--- src/rtl/hazard_scoreboard.sv ---
// Decode-side hazard unit for a 5-stage MIPS core: stall, E flush and forwarding selects
// from shadow E/M/W hazard slots, plus the mult/div busy window for HI/LO users.
module hazard_scoreboard #(
  parameter int MULT_CYC = 5,
  parameter int DIV_CYC  = 10
) (
  input  logic       clk,
  input  logic       reset_n,
  input  logic [4:0] rsD,
  input  logic [4:0] rtD,
  input  logic       use_rsD,
  input  logic       use_rtD,
  input  logic [1:0] tuse_rsD,
  input  logic [1:0] tuse_rtD,
  input  logic [4:0] dstD,
  input  logic       regwD,
  input  logic [2:0] tnewD,
  input  logic       md_startD,
  input  logic       md_divD,
  input  logic       md_useD,
  output logic       stall,
  output logic       clrE,
  output logic [1:0] fwd_rsD,
  output logic [1:0] fwd_rtD,
  output logic [1:0] fwd_rsE,
  output logic [1:0] fwd_rtE,
  output logic       md_busy
);

  // E slot
  logic [4:0] r_e_dst;
  logic [2:0] r_e_tnew;
  logic       r_e_regw;
  logic [4:0] r_e_rs;
  logic [4:0] r_e_rt;
  logic       r_e_md_start;
  logic       r_e_md_div;
  // M slot
  logic [4:0] r_m_dst;
  logic [2:0] r_m_tnew;
  logic       r_m_regw;
  // W slot
  logic [4:0] r_w_dst;
  logic       r_w_regw;
  // mult/div busy counter
  logic [3:0] r_md_cnt;

  // Register 0 is hardwired, so a write to it is never a real producer.
  function automatic logic slot_match(input logic regw, input logic [4:0] dst,
                                      input logic [4:0] r);
    return regw && (dst == r) && (r != 5'd0);
  endfunction

  logic w_e_hit_rsD, w_m_hit_rsD, w_w_hit_rsD;
  logic w_e_hit_rtD, w_m_hit_rtD, w_w_hit_rtD;
  logic w_m_hit_rsE, w_w_hit_rsE, w_m_hit_rtE, w_w_hit_rtE;
  logic w_stall_rs, w_stall_rt, w_stall_md;
  logic [2:0] w_m_tnew_next;

  assign w_e_hit_rsD = slot_match(r_e_regw, r_e_dst, rsD);
  assign w_m_hit_rsD = slot_match(r_m_regw, r_m_dst, rsD);
  assign w_w_hit_rsD = slot_match(r_w_regw, r_w_dst, rsD);
  assign w_e_hit_rtD = slot_match(r_e_regw, r_e_dst, rtD);
  assign w_m_hit_rtD = slot_match(r_m_regw, r_m_dst, rtD);
  assign w_w_hit_rtD = slot_match(r_w_regw, r_w_dst, rtD);
  assign w_m_hit_rsE = slot_match(r_m_regw, r_m_dst, r_e_rs);
  assign w_w_hit_rsE = slot_match(r_w_regw, r_w_dst, r_e_rs);
  assign w_m_hit_rtE = slot_match(r_m_regw, r_m_dst, r_e_rt);
  assign w_w_hit_rtE = slot_match(r_w_regw, r_w_dst, r_e_rt);

  // A producer stalls the consumer only if its result arrives later than it is needed.
  assign w_stall_rs = use_rsD &&
                      ((w_e_hit_rsD && (r_e_tnew > {1'b0, tuse_rsD})) ||
                       (w_m_hit_rsD && (r_m_tnew > {1'b0, tuse_rsD})));
  assign w_stall_rt = use_rtD &&
                      ((w_e_hit_rtD && (r_e_tnew > {1'b0, tuse_rtD})) ||
                       (w_m_hit_rtD && (r_m_tnew > {1'b0, tuse_rtD})));
  assign w_stall_md = md_useD && (md_busy || r_e_md_start);

  assign md_busy = (r_md_cnt != 4'd0);
  assign stall   = w_stall_rs || w_stall_rt || w_stall_md;
  assign clrE    = stall;

  // Youngest ready producer wins: E > M > W.
  assign fwd_rsD = (w_e_hit_rsD && (r_e_tnew == 3'd0)) ? 2'd3 :
                   (w_m_hit_rsD && (r_m_tnew == 3'd0)) ? 2'd2 :
                   w_w_hit_rsD                         ? 2'd1 : 2'd0;
  assign fwd_rtD = (w_e_hit_rtD && (r_e_tnew == 3'd0)) ? 2'd3 :
                   (w_m_hit_rtD && (r_m_tnew == 3'd0)) ? 2'd2 :
                   w_w_hit_rtD                         ? 2'd1 : 2'd0;
  assign fwd_rsE = (w_m_hit_rsE && (r_m_tnew == 3'd0)) ? 2'd2 :
                   w_w_hit_rsE                         ? 2'd1 : 2'd0;
  assign fwd_rtE = (w_m_hit_rtE && (r_m_tnew == 3'd0)) ? 2'd2 :
                   w_w_hit_rtE                         ? 2'd1 : 2'd0;

  assign w_m_tnew_next = (r_e_tnew == 3'd0) ? 3'd0 : r_e_tnew - 3'd1;

  // NOTE: all state updates use non-blocking assignments so W<-M<-E shift in one edge
  // without one stage seeing another's freshly written value.
  always_ff @(posedge clk) begin
    if (!reset_n) begin
      r_e_dst      <= 5'd0;
      r_e_tnew     <= 3'd0;
      r_e_regw     <= 1'b0;
      r_e_rs       <= 5'd0;
      r_e_rt       <= 5'd0;
      r_e_md_start <= 1'b0;
      r_e_md_div   <= 1'b0;
      r_m_dst      <= 5'd0;
      r_m_tnew     <= 3'd0;
      r_m_regw     <= 1'b0;
      r_w_dst      <= 5'd0;
      r_w_regw     <= 1'b0;
      r_md_cnt     <= 4'd0;
    end else begin
      r_w_dst  <= r_m_dst;
      r_w_regw <= r_m_regw;
      r_m_dst  <= r_e_dst;
      r_m_tnew <= w_m_tnew_next;
      r_m_regw <= r_e_regw;

      if (stall) begin
        r_e_dst      <= 5'd0;
        r_e_tnew     <= 3'd0;
        r_e_regw     <= 1'b0;
        r_e_rs       <= 5'd0;
        r_e_rt       <= 5'd0;
        r_e_md_start <= 1'b0;
        r_e_md_div   <= 1'b0;
      end else begin
        r_e_dst      <= dstD;
        r_e_tnew     <= tnewD;
        r_e_regw     <= regwD;
        // Unused source fields are zeroed so they can never pick up a forward in E.
        r_e_rs       <= use_rsD ? rsD : 5'd0;
        r_e_rt       <= use_rtD ? rtD : 5'd0;
        r_e_md_start <= md_startD;
        r_e_md_div   <= md_divD;
      end

      if (r_e_md_start)
        r_md_cnt <= r_e_md_div ? 4'(DIV_CYC) : 4'(MULT_CYC);
      else if (r_md_cnt != 4'd0)
        r_md_cnt <= r_md_cnt - 4'd1;
    end
  end

endmodule
--- config.mk ---
export PLATFORM = sky130hd
export DESIGN_NAME = hazard_scoreboard
export DESIGN_NICKNAME = d
export VERILOG_FILES = /design/src/rtl/hazard_scoreboard.sv
export SDC_FILE = /design/constraint.sdc
export NUM_CORES = 1
export LEC_CHECK = 0
export ABC_AREA = 0
export CORE_MARGIN = 1.5
export CORE_UTILIZATION = 50
export DETAILED_ROUTE_END_ITERATION = 8
export DONT_BUFFER_PORTS = 1
export GPL_TIMING_DRIVEN = 0
export PLACE_DENSITY = 0.68
export RECOVER_POWER = 100
export SYNTH_ARGS = -nofsm -noshare
export SYNTH_HDL_FRONTEND = slang
export SYNTH_SLANG_ARGS = --single-unit
--- constraint.sdc ---
create_clock -name clk -period 3.8 [get_ports clk]
set_clock_uncertainty 0.1 [all_clocks]
set_input_delay 0.95 -clock clk [delete_from_list [all_inputs] [get_ports clk]]
set_output_delay 0.95 -clock clk [all_outputs]
set_load 0.02 [all_outputs]
==> impl_metrics.ini, run 1 <==
[global_routing]
grt_pass1_wl_mm = 8.96
track_usage = 0.226
grt_max_degree = 13
grt_overflow = 0
grt_pass1_vias = 1759
antenna_found_initial = 0

[setup_path]
r2r_setup_slack_ps = 1500
required_ps = 2750
path_buf_inv = 1
cp_slowest_cell = or4_4
path_cells = or4_4 -> nor2_4 -> nor4_1 -> a221o_2 -> or2_4 -> buf_4
cp_slowest_stage_delay_ps = 530
path_class = in -> out
crit_path_max_fanout = 5
r2r-start = r_m_dst[4]
ff2ff_path_depth = 7
critPathCaptureType = primary output
reg2reg_to = r_e_rs[1]
endpoint = stall
cp-start-kind = input port
cp_top_family = simple AND/OR/NAND/NOR gates
startpoint = rsD[0]
cp.arrival_ps = 2610
worst-path-stages = 6

[power_and_ir_drop]
p_switching_uw = 442
leakage_nw = 1.01
power_density_mw_per_mm2 = 490
p_int_uw = 827
clkPwrFrac = 0.230
p_seq_frac = 0.418
comb_power_share = 0.352
swShare = 0.348
peakVddDrop_mv = 0.351

[sta]
setup_viol_count_final = 0
timing.fmax_mhz = 273
hold_violations = 0
min_period_over_period = 0.964
fin_tns_setup_ps = 0
drv_slew = 0
maxSlewHeadroom = 0.340
worst_slew_pin_slew_ps = 981
post-route-min-period_ps = 3660
grt_setup_unrepaired = no

[yosys]
syn_nets = 308
syn_area_mm2 = 0.00242
synth.distinct_cells = 37
yosys.area.top_type = dfxtp_1
netlist_top_cells_area = dfxtp_1, xnor2_1, nor3_2
async_reset_ff_frac = 0
synth-edff-count = 0
synth_top_cell_area_share = 0.331
ys_seq_elements = 40
syn_area_per_cell_um2 = 9.11
netlist_instances = 266
synth-seq-area-share = 0.331
synth_flop_cell = dfxtp_1
yosys_warnings = 0

[die]
die_y_um = 72.6
die_w_um = 72.6
fp-row-count = 25
start_util = 0.516
die_area_mm2 = 0.00527
num_io_pins = 41
core_area_mm2 = 0.00469

[placed_design]
io_buffers = 0
dp_hpwl_mm = 4.27
place_congestion = 0.829
dp_cells = 320

[final_layout]
synthToLayoutAreaGrowth_pct = 6.77
n_fill_cell = 436
drive_gt1_frac = 0.139
antenna_cells = 0
nets = 315
fin_cells = 328

[worst_hold_path]
min_from = r_e_tnew[0]
min_path_type = reg -> reg

[clock_tree]
cts_max_path_buffers = 2
root_buffer = clkbuf_8
clk_latency_ps = 300
cts_setup_buffers = 0
hold_buffers = 0
numCtsBuffers = 5
cts_resized = 0
cts_sinks = 40
clk_pin_slew_ps = 80
tritoncts = done
htree_levels = 2

[routing]
drc = 0
first_iter_violations = 129
firstDrtPassIters = 4
drt_wl_total_mm = 5.46
via_per_inst = 5.67
drtAntennaViolNets = 0
routedWlPerCell_um = 16.6
vias = 1861

[run_status]
status = finished clean

[job]
maxCapViolations = 0
-- cell usage after synthesis, types with 6 or more instances --
library cell,n
nand2_1,14
nor4_1,6
and2_1,14
xor2_1,16
xnor2_1,37
o21a_1,8
clkbuf_1,10
nor3_1,9
nor3_2,20
nor2b_1,6
ha_1,12
nand3_1,13
inv_1,8
dfxtp_1,40
nand4_1,8
nor2_1,9
-- layer usage --
| metal | routed length [µm] | share of wire | track usage |
|---|---|---|---|
| met3 | 431 | 0.079 | 0.0552 |
| met1 | 2320 | 0.42 | 0.306 |
| met5 | 0 | 0 | 0 |
| met2 | 2630 | 0.48 | 0.358 |
| met4 | 75 | 0.014 | 0.0671 |
-- worst min path at each step --
| stage | slack [ps] | depth (start not counted) | to |
|---|---|---|---|
| 3_3_place_gp | 310 | 1 | r_m_tnew[0] |
| 4_1_cts | 320 | 1 | r_m_tnew[0] |
| 3_5_place_dp | 300 | 1 | r_m_tnew[0] |
| 5_1_grt | 330 | 1 | r_m_tnew[0] |
| 2_1_floorplan | 290 | 1 | r_m_tnew[0] |
| 6_report | 320 | 1 | r_m_tnew[0] |
-- cell usage in the layout, fill, tap and decap left out, drive strengths merged, types with 2 or more instances in the layout --
master   instances
a2bb2oi          4
and2            14
buf              6
clkbuf          17
clkinv           2
dfxtp           40
ha              12
inv              8
nand2           14
nand2b           2
nand3           13
nand4            8
nor2            10
nor2b            6
nor3            29
nor4             6
o211ai           2
o21a             8
o21ai            4
or4              6
xnor2           37
xor2            16
-- registers in the layout, summed over array words and instances, names as in the netlist --
name,flops
r_e_dst,5
r_e_rs,5
r_e_rt,5
r_m_dst,5
r_w_dst,5
r_md_cnt,4
r_e_tnew,3
r_m_tnew,3
r_e_md_div,1
r_e_md_start,1
r_e_regw,1
r_m_regw,1
r_w_regw,1
-- logic make-up after synthesis --
| group | after synthesis | share of synthesized area |
|---|---|---|
| flip-flops | 40 | 0.331 |
| XOR/XNOR | 53 | 0.192 |
| adder cells (fa/ha/maj) | 12 | 0.0620 |
| multiplexers | 1 | 0.00413 |
| AO/OA/AOI/OAI | 23 | 0.0708 |
| buffers and inverters | 25 | 0.0475 |
| AND/OR/NAND/NOR | 112 | 0.293 |
-- final cells by class --
cell class	count	area [µm²]	area share
multi-input cells	201	1510	0.584
flip-flops and latches	40	801	0.310
plain buffers	17	85.1	0.0329
clock buffers	6	82.6	0.0319
well taps	54	67.6	0.0261
inverters	8	30.0	0.0116
clock inverters	2	10.0	0.00387
-- power groups by stage --
stage	Clock [mW]	Combinational, mW	Sequential (mW)
2_1_floorplan	0	0.378	0.523
3_3_place_gp	0	0.435	0.538
3_5_place_dp	0	0.447	0.540
4_1_cts	0.296	0.448	0.530
5_1_grt	0.311	0.505	0.537
6_report	0.291	0.447	0.530
-- through the flow --
| stage | util | total power, mW | setup slack, ps | hold WS, ps | cell area, µm² |
|---|---|---|---|---|---|
| detailed placement | 0.531 | 0.986 | 8.56 | 305 | 2490 |
| CTS | 0.550 | 1.27 | 5.40 | 317 | 2580 |
| global placement | 0.531 | 0.974 | 29.9 | 307 | 2490 |
| global route | 0.551 | 1.35 | 1.59 | 334 | 2590 |
| finish | 0.551 | 1.27 | 138 | 316 | 2590 |
| floorplan | - | 0.901 | 136 | 292 | 2420 |
Note: power is estimated with default switching activity, not from simulation.
==> inputs of run 2 (changes only) <==
CORE_UTILIZATION = 45   (was 50)
PLACE_DENSITY = 0.63   (was 0.68)
SLEW_MARGIN = 10   (was default)
==> impl_metrics.ini, run 2 (synthesis gave the netlist of run 1 again) <==
[clock_tree]
tritoncts = done
htree_levels = 2
cts_sinks = 40
cts_setup_buffers = 0
clk_pin_slew_ps = 80
numCtsBuffers = 5
root_buffer = clkbuf_8
cts_max_path_buffers = 2
clk_latency_ps = 290
hold_buffers = 0
cts_resized = 0

[sta]
fin_tns_setup_ps = 0
hold_violations = 0
maxSlewHeadroom = 0.352
timing.fmax_mhz = 272
setup_viol_count_final = 0
drv_slew = 0
grt_setup_unrepaired = no
worst_slew_pin_slew_ps = 964
post-route-min-period_ps = 3680
min_period_over_period = 0.967
setup_slack_ps = 124

[worst_hold_path]
min_from = r_e_tnew[0]
holdPathStages = 1
min_path_type = reg -> reg
min_to = r_m_tnew[0]

[final_layout]
final_util = 0.501
synthToLayoutAreaGrowth_pct = 6.35
drive_gt1_frac = 0.0769
layout_commonest_cell = dfxtp_1
n_fill_cell = 550
area.sequential_um2 = 801
nets = 315
multi_input_area_mm2 = 0.00145
final_cell_mix = dfxtp_1, xnor2_1, nor3_1, xor2_1
antenna_cells = 0

[power_and_ir_drop]
power_density_mw_per_mm2 = 532
finalPower_mw = 1.37
leakage_nw = 0.984
peakVddDrop_mv = 0.364

[setup_path]
cp-start-kind = input port
required_ps = 2750
startpoint = tuse_rsD[1]
critPathCaptureType = primary output
ff2ff_path_depth = 7
r2r-start = r_m_dst[4]
cp.arrival_ps = 2630
r2r_setup_slack_ps = 1280
reg2reg_to = r_e_dst[1]
path_class = in -> out
crit_path_max_fanout = 4

[routing]
drt_wl_total_mm = 5.70
via_per_inst = 5.46
drc = 0
routedWlPerCell_um = 16.6
first_iter_violations = 140
vias = 1873
drtAntennaViolNets = 0
firstDrtPassIters = 4

[global_routing]
grtUsageMet2 = 0.329
top_usage_layer = met2
grt_max_degree = 13
track_usage = 0.199
grt_use_met1 = 0.259
grt_pass1_vias = 1773
grt_overflow = 0
antenna_found_initial = 0
grt_pass1_wl_mm = 8.98
grtUsageMet3 = 0.0407

[placed_design]
place_congestion = 0.854
dp_hpwl_mm = 4.34
io_buffers = 0
place_ws_ps = 26.6

[die]
start_util = 0.471
core_area_mm2 = 0.00514
die_w_um = 76.4
die_y_um = 76.4
fp-row-count = 26
die_area_mm2 = 0.00583
num_io_pins = 41

[run_status]
status = finished clean

[job]
maxCapViolations = 0
[run 2: cell type report]
cell class                 count  area share
clock inverter                 2      0.0233
inverter                       8      0.0117
tap                           70      0.0340
sequential                    40       0.311
multi-input combinational    201       0.562
buffer                        17      0.0311
clock buffer                   5      0.0267
[run 2: metal layers]
metal / part of all wire / vias up / wire [µm]
met5: 0 / - / 0
met4: 0.018 / 0 / 104
met3: 0.054 / 9 / 307
met2: 0.46 / 61 / 2630
met1: 0.47 / 883 / 2650
li1: - / 920 / -
[run 2: per-stage QoR]
stage,std cells,instance area (µm²),hold WS [ps]
5_1_grt,343,2580,360
3_3_place_gp,336,2510,307
4_1_cts,343,2640,336
6_report,343,2580,334
2_1_floorplan,266,2420,292
3_5_place_dp,336,2510,317
[run 2: where the power goes]
group / internal, mW / total (mW) / switching [mW]
Combinational: 0.198 / 0.432 / 0.234
Clock: 0.259 / 0.409 / 0.150
Sequential: 0.476 / 0.530 / 0.0541
[run 2: worst max-delay path by stage]
| stage | to | slack (ps) | depth (start not counted) |
|---|---|---|---|
| finish | stall | 120 | 8 |
| global route | stall | 60 | 7 |
| CTS | stall | 30 | 8 |
| detailed placement | stall | 30 | 8 |
| global placement | stall | 40 | 8 |
| floorplan | stall | 140 | 8 |
[run 2: critical path, stage by stage]
cell,delay (ps)
inv_1,40
ha_1,290
nor2b_1,140
a2bb2oi_1,130
o21a_1,160
a221o_1,430
or2_4,320
clkbuf_2,160
==> inputs of run 3 (changes only) <==
CORE_UTILIZATION = 63   (was 45)
GPL_ROUTABILITY_DRIVEN = 0   (was default)
PLACE_DENSITY = 0.82   (was 0.63)
==> impl_metrics.ini, run 3 (synthesis gave the netlist of run 1 again) <==
[clock_tree]
cts_max_path_buffers = 2
clk_latency_ps = 290
clk_pin_slew_ps = 70
numCtsBuffers = 5
tritoncts = done
hold_buffers = 0
cts_resized = 0
cts_setup_buffers = 0
htree_levels = 2
root_buffer = clkbuf_8
cts_sinks = 40

[setup_path]
cp.arrival_ps = 2640
cp_slowest_cell = a221o_1
path_cells = inv_1 -> ha_1 -> nor2b_1 -> a2bb2oi_1 -> o21a_1 -> a221o_1 -> or2_4 -> clkbuf_2
path_class = in -> out
critPathCaptureType = primary output
crit_path_max_fanout = 4
r2r_setup_slack_ps = 1290
cp_slowest_stage_delay_ps = 430
required_ps = 2750
cp-start-kind = input port

[routing]
drc = 0
firstDrtPassIters = 4
routedWlPerCell_um = 16.6
via_per_inst = 5.80
drt_wl_total_mm = 5.33
drtAntennaViolNets = 0
first_iter_violations = 78
vias = 1869

[run_status]
status = finished clean

[sta]
setup_slack_ps = 111
hold_slack_ps = 315
fin_tns_setup_ps = 0
setup_viol_count_final = 0
timing.fmax_mhz = 271
drv_slew = 0
worst_slew_pin_slew_ps = 998
hold_violations = 0
maxSlewHeadroom = 0.329
min_period_over_period = 0.971
grt_setup_unrepaired = no
post-route-min-period_ps = 3690

[power_and_ir_drop]
peakVddDrop_mv = 0.413
leakage_nw = 0.986
power_density_mw_per_mm2 = 525
finalPower_mw = 1.34

[final_layout]
final_cell_mix = dfxtp_1, xnor2_1, nor3_1, xor2_1, nand2_1
drive_gt1_frac = 0.0839
synthToLayoutAreaGrowth_pct = 5.32
antenna_cells = 0
nets = 315
layout_commonest_cell = dfxtp_1

[global_routing]
antenna_found_initial = 0
track_usage = 0.276
grt_pass1_vias = 1793
grt_pass1_wl_mm = 8.59
grt_max_degree = 13
grt_overflow = 0

[worst_hold_path]
min_path_type = reg -> reg

[die]
core_area_mm2 = 0.00369
start_util = 0.657
die_w_um = 65.0
num_io_pins = 41
fp-row-count = 22
die_y_um = 65.0
die_area_mm2 = 0.00423

[placed_design]
io_buffers = 0
dp_hpwl_mm = 4.00
place_ws_ps = 19.9

[job]
maxCapViolations = 0
[run 3: final cells by class]
| cell class | count | area (µm²) |
|---|---|---|
| Inverter | 8 | 30.0 |
| Clock buffer | 7 | 96.3 |
| Fill cell | 306 | 1140 |
| Sequential cell | 40 | 801 |
| Multi-Input combinational cell | 201 | 1450 |
| Clock inverter | 1 | 30.0 |
| Buffer | 17 | 80.1 |
| Tap cell | 48 | 60.1 |
[run 3: critical path: cells and delay by family]
kind	cells	cell delay, ps
compound gates	3	720
simple gates	2	460
fa+ha+maj	1	300
buf+inv	2	190
[run 3: power by group]
part | switching [mW] | leakage [nW] | total [mW] | internal, mW
Sequential | 0.0536 | 0.328 | 0.530 | 0.476
Clock | 0.142 | 0.0645 | 0.373 | 0.232
Combinational | 0.236 | 0.594 | 0.435 | 0.199
[run 3: path summary, 6_finish.rpt]
check / start / endpoint / cells past startpoint
min reg2reg: r_e_tnew[0] / r_m_tnew[0] / 1
min: r_e_tnew[0] / r_m_tnew[0] / 1
max: tuse_rsD[1] / stall / 8
max reg2reg: r_m_dst[4] / r_e_rs[2] / 7
[run 3: metrics by stage]
step                cell area (µm²)  std cells  utilization
finish                         2550        322        0.692
global route                   2550        322        0.692
CTS                            2610        322        0.707
detailed placement             2480        314        0.673
global placement               2480        314        0.673
floorplan                      2420        266            -
[run 3: metal layers]
metal | up-vias | share of wire | track usage
li1 | 923 | - | -
met1 | 866 | 0.45 | 0.354
met2 | 69 | 0.45 | 0.432
met3 | 11 | 0.088 | 0.0868
met4 | 0 | 0.018 | 0.106
met5 | - | 0 | 0
